## config.mk

```make
export PLATFORM = sky130hd
export DESIGN_NAME = buffer_lru_reader
export DESIGN_NICKNAME = d
export VERILOG_FILES = /design/src/rtl/buffer_lru_reader.sv
export SDC_FILE = /design/constraint.sdc
export NUM_CORES = 1
export LEC_CHECK = 0
export BUFFER_PORTS_ARGS = -buffer_cell sky130_fd_sc_hd__buf_2
export CAP_MARGIN = 30
export CORE_UTILIZATION = 59
export DETAILED_ROUTE_END_ITERATION = 8
export GPL_ROUTABILITY_DRIVEN = 0
export GPL_TIMING_DRIVEN = 0
export PLACE_DENSITY = 0.86
export RECOVER_POWER = 50
export SKIP_LAST_GASP = 1
export SLEW_MARGIN = 20
export SYNTH_ARGS = -nofsm -noshare
export SYNTH_HDL_FRONTEND = slang
export SYNTH_SLANG_ARGS = --single-unit
```

## constraint.sdc

```tcl
create_clock -name clk_i -period 2.9 [get_ports clk_i]
set_clock_uncertainty 0.1 [all_clocks]
set_input_delay 0.58 -clock clk_i [delete_from_list [all_inputs] [get_ports clk_i]]
set_output_delay 0.58 -clock clk_i [all_outputs]
set_load 0.02 [all_outputs]
```

## src/rtl/buffer_lru_reader.sv

```systemverilog
// Read-side companion to the LRU value buffer: snapshots the buffer on a start
// rise and streams every present slot, lowest index first, over valid/ready.
module buffer_lru_reader #(
  parameter int BUF_WIDTH = 16,
  parameter int BUF_SIZE  = 8,
  localparam int IDX_W    = $clog2(BUF_SIZE)
) (
  input  logic                          clk_i,
  input  logic                          rst_ni,
  input  logic                          start_i,
  input  logic [BUF_SIZE*BUF_WIDTH-1:0] buf_array_i,
  input  logic [BUF_SIZE-1:0]           buf_pres_array_i,
  output logic [BUF_WIDTH-1:0]          val_o,
  output logic [IDX_W-1:0]              idx_o,
  output logic                          valid_o,
  input  logic                          ready_i,
  output logic                          last_o,
  output logic                          busy_o,
  output logic                          done_o,
  output logic [IDX_W:0]                count_o
);

  typedef enum logic [1:0] {IDLE, SCAN, SEND, DONE} state_e;

  state_e                        state_q, state_d;
  logic                          start_q;
  logic [BUF_SIZE*BUF_WIDTH-1:0] snap_data_q, snap_data_d;
  logic [BUF_SIZE-1:0]           snap_pres_q, snap_pres_d;
  logic [IDX_W-1:0]              ptr_q, ptr_d;
  logic [BUF_WIDTH-1:0]          val_q, val_d;
  logic [IDX_W-1:0]              idx_q, idx_d;
  logic                          valid_q, valid_d;
  logic                          last_q, last_d;
  logic                          busy_q, busy_d;
  logic                          done_q, done_d;
  logic [IDX_W:0]                count_q, count_d;
  logic                          rise;

  // True when any slot strictly above p is present in mask m.
  function automatic logic any_above(input logic [BUF_SIZE-1:0] m,
                                     input logic [IDX_W-1:0] p);
    logic r;
    r = 1'b0;
    for (int k = 0; k < BUF_SIZE; k++) begin
      if ((k > int'(p)) && m[k]) r = 1'b1;
    end
    return r;
  endfunction

  assign rise = start_i && !start_q;

  always_comb begin
    state_d     = state_q;
    snap_data_d = snap_data_q;
    snap_pres_d = snap_pres_q;
    ptr_d       = ptr_q;
    val_d       = val_q;
    idx_d       = idx_q;
    valid_d     = valid_q;
    last_d      = last_q;
    count_d     = count_q;
    unique case (state_q)
      IDLE: begin
        // Rises seen outside IDLE are simply dropped.
        if (rise) begin
          snap_data_d = buf_array_i;
          snap_pres_d = buf_pres_array_i;
          ptr_d       = '0;
          count_d     = '0;
          state_d     = SCAN;
        end
      end
      SCAN: begin
        if (snap_pres_q[ptr_q]) begin
          val_d   = snap_data_q[int'(ptr_q)*BUF_WIDTH +: BUF_WIDTH];
          idx_d   = ptr_q;
          valid_d = 1'b1;
          last_d  = !any_above(snap_pres_q, ptr_q);
          state_d = SEND;
        end else if (ptr_q == IDX_W'(BUF_SIZE - 1)) begin
          state_d = DONE;
        end else begin
          ptr_d = ptr_q + 1'b1;
        end
      end
      SEND: begin
        if (ready_i) begin
          valid_d = 1'b0;
          last_d  = 1'b0;
          count_d = count_q + 1'b1;
          if (last_q) begin
            state_d = DONE;
          end else begin
            ptr_d   = ptr_q + 1'b1;
            state_d = SCAN;
          end
        end
      end
      DONE: state_d = IDLE;
      default: state_d = IDLE;
    endcase
    busy_d = (state_d == SCAN) || (state_d == SEND);
    done_d = (state_d == DONE);
  end

  always_ff @(posedge clk_i or negedge rst_ni) begin
    if (!rst_ni) begin
      state_q     <= IDLE;
      start_q     <= 1'b1;
      snap_data_q <= '0;
      snap_pres_q <= '0;
      ptr_q       <= '0;
      val_q       <= '0;
      idx_q       <= '0;
      valid_q     <= 1'b0;
      last_q      <= 1'b0;
      busy_q      <= 1'b0;
      done_q      <= 1'b0;
      count_q     <= '0;
    end else begin
      state_q     <= state_d;
      start_q     <= start_i;
      snap_data_q <= snap_data_d;
      snap_pres_q <= snap_pres_d;
      ptr_q       <= ptr_d;
      val_q       <= val_d;
      idx_q       <= idx_d;
      valid_q     <= valid_d;
      last_q      <= last_d;
      busy_q      <= busy_d;
      done_q      <= done_d;
      count_q     <= count_d;
    end
  end

  assign val_o   = val_q;
  assign idx_o   = idx_q;
  assign valid_o = valid_q;
  assign last_o  = last_q;
  assign busy_o  = busy_q;
  assign done_o  = done_q;
  assign count_o = count_q;

endmodule

```

==> flow_summary.json <==
{
  "status": "finished with violations",
  "grt_overflow": 0,
  "syn-cell-area_um2": 7617,
  "antenna_found_initial": 1,
  "grt_pass1_vias": 5431,
  "fin_area_um2": 9310,
  "ys_seq_area_frac": 0.5554,
  "hold_end": "start_q",
  "r2r_end": "snap_data_q[79]",
  "synth_area_per_cell_um2": 14.85,
  "syn2layout_area_growth_pct": 22.22,
  "die_w_um": 115.6,
  "track_usage": 0.3111,
  "setup-tns-final_ns": 0,
  "cp_common_cell": "buf_2",
  "vias": 5051,
  "post-route-util": 0.7378,
  "port_buffers": 165,
  "dp_cells": 851,
  "cts-resized-gates": 0,
  "nFillCells": 853,
  "critPathMaxFanout": 10,
  "ff2ff_path_depth": 7,
  "cts_tree": "built",
  "dr.max_layer_used": "met4",
  "stdcell_count": 884,
  "fmax_ghz": 0.4078,
  "pwr-share-clk": 0.228,
  "leakage_nw": 4.322,
  "critPathCaptureType": "flop",
  "holdPathStages": 1,
  "met3RoutedLength_um": 1138,
  "ctsLongestPathBuffers": 2,
  "postCtsSetupBuffers": 0,
  "timing.rr.start": "state_q[1]",
  "period_share": 0.8455,
  "hold_path_class": "input port to flop",
  "synthArstFlopShare": 1.000,
  "drt_first_pass_iters": 4,
  "fp-row-count": 41,
  "reg2reg_slack_ns": 0.45,
  "final.setup.worst_slack_ns": 0.4480,
  "num_io_pins": 167,
  "start_kind": "flop",
  "dr_wl_met2_um": 9876,
  "wl_um": 19340,
  "crit_chain": "inv_1 > ha_1 > nand3b_1 > buf_2 > buf_2 > buf_2 > mux2_2",
  "seqPwrFrac": 0.392,
  "critical_path.top_delay_family": "buffers and inverters",
  "worstSetupPathType": "flop to flop",
  "vias_per_cell": 5.714,
  "ant_nets": 0,
  "finalHoldViolCount": 0,
  "slew_violations": 71,
  "hp-start": "start_i",
  "core_um2": 12620,
  "worstPathArrival_ns": 2.67,
  "max-cap-violations": 1,
  "drive_above_1_share": 0.5373,
  "crit_slowest_cell": "dfrtp_1",
  "hpwl_um": 13560,
  "layout_min_cycle_time_ns": 2.452,
  "ys_types": 39,
  "cts_sinks": 169,
  "switching_share": 0.3322,
  "comb_power_share": 0.380,
  "wl_met1_um": 7744,
  "grt_max_degree": 100,
  "p_int_w": 0.007133,
  "clockRootBuffer": "clkbuf_16",
  "grt_first_pass_wirelength_um": 29450,
  "p_sw_w": 0.003548,
  "dieArea_um2": 13370,
  "place_ws_ns": 0.5151,
  "required_ns": 3.12,
  "power_density_nw_per_um2": 1147,
  "synthCells": 513,
  "slowest_delay_ns": 0.41,
  "cts_buffers": 17,
  "clk_latency_ns": 0.43,
  "initial_core_util": 0.6036,
  "place_area_um2": 8696,
  "routedWlPerCell_um": 21.88,
  "final_nets": 847,
  "worstMarginPinSlew_ns": 1.802,
  "irDropWorstVdd_v": 0.0005642,
  "crit_buf_inv": 4,
  "clkTransAtPathRegs_ns": 0.06,
  "die_h_um": 115.6,
  "syn_nets": 662,
  "relSlewSlack": -0.2012,
  "drt_iter0_drc": 286,
  "setup-violations-final": 0,
  "rsz0062_at_grt": "no",
  "holdBufCountCts": 0,
  "violations": "max-capacitance violations, max-slew violations",
  "route.detailed.drc": 0,
  "h-tree-depth": 4,
  "synthFlopType": "dfrtp_1",
  "synth_edf_count": 0,
  "synth_warnings": 0,
  "ys_seq_elements": 169
}
## routing by layer
layer / up-vias / GRT usage
met3: 43 / 0.08630
met1: 2577 / 0.3779
met2: 181 / 0.5261
met4: 0 / 0.1325
li1: 2250 / -
met5: - / 0
## worst reg2reg max path: stages (launching register included)
cell	delay (ns)
dfrtp_1	0.41
inv_1	0.10
ha_1	0.28
nand3b_1	0.16
buf_2	0.20
buf_2	0.29
buf_2	0.40
mux2_2	0.40
## stage by stage
stage | power, W | hold WS [ns]
floorplan | 0.006973 | 0.1844
global placement | 0.007891 | 0.3604
detailed placement | 0.008213 | 0.3691
CTS | 0.01070 | 0.01451
global route | 0.01118 | 0.1621
finish | 0.01068 | 0.1710
## synthesized netlist by cell type, types with 2 or more instances
master	count	share of area
o21ai_0	11	0.0072
buf_6	4	0.0059
nor2b_1	2	0.0016
mux4_2	28	0.083
nand2_1	27	0.013
o31a_1	2	0.0023
mux2i_1	31	0.041
clkbuf_1	3	0.0015
a21o_1	3	0.0030
nand2b_1	6	0.0049
a22o_1	4	0.0046
mux2_2	137	0.20
nor2_1	3	0.0015
o2bb2ai_1	3	0.0035
a21oi_1	6	0.0039
o22ai_1	5	0.0041
dfrtp_1	168	0.55
ha_1	9	0.015
nand4_1	2	0.0016
nor3_1	2	0.0013
and2_1	2	0.0016
inv_1	7	0.0035
buf_4	5	0.0049
buf_2	18	0.012
o21ai_1	11	0.0072
## placed cells by master, fill, tap and decap left out, types with 4 or more instances in the layout
cell and instances:
buf_2 169, mux2_2 137, mux4_2 28, dfrtp_1 168
inv_1 7, o21ai_1 11, bufinv_16 4, nand2b_1 6
o22ai_1 5, clkbuf_16 17, a21oi_1 6, a22o_1 4
o21ai_0 11, buf_6 4, nand2_1 27, ha_1 9
buf_4 5, clkbuf_1 17, mux2i_1 31
## registers in the layout, indices dropped and copies added (netlist names)
register     count
ptr_q            3
val_o           16
last_o           1
count_o          4
snap_pres_q      8
done_o           1
state_q          2
snap_data_q    128
busy_o           1
valid_o          1
idx_o            3
start_q          1
## logic make-up after synthesis
kind of cell,share of synthesized area
compound gates,0.04665
flops,0.5554
simple gates,0.02858
fa+ha+maj,0.01478
mux,0.3261
buf+inv,0.02858
## power groups by stage
stage / Clock (W) / Combinational [W] / Sequential, W
floorplan: 0 / 0.00286 / 0.00412
global placement: 0 / 0.00383 / 0.00406
detailed placement: 0 / 0.00404 / 0.00418
CTS: 0.00246 / 0.00409 / 0.00416
global route: 0.00256 / 0.00435 / 0.00428
finish: 0.00244 / 0.00406 / 0.00418
## area by class of cell
class                   instances  area, um2  share of cell area
inverters                       8      30.03            0.003225
clock buffers                  21      470.5             0.05053
repair buffers                166      837.1             0.08991
multi-input cells             305       3169              0.3404
clock inverters                11      167.7             0.01801
well taps                     172      215.2             0.02312
diodes                          1      2.502           0.0002688
flip-flops and latches        169       4230              0.4544
plain buffers                  31      187.7             0.02016
## how the worst max path moves through the flow
| stage | start | end | slack, ns | cells past startpoint |
|---|---|---|---|---|
| 2_1_floorplan | ready_i | busy_o | 0.85 | 7 |
| 3_3_place_gp | rst_ni | snap_data_q[104] | -1.19 | 1 |
| 3_5_place_dp | state_q[1] | snap_data_q[76] | 0.52 | 7 |
| 4_1_cts | state_q[1] | snap_data_q[79] | 0.48 | 7 |
| 5_1_grt | state_q[1] | snap_data_q[79] | 0.33 | 7 |
| 6_report | state_q[1] | snap_data_q[79] | 0.45 | 7 |
No activity file was read; power rests on OpenSTA's default activity.
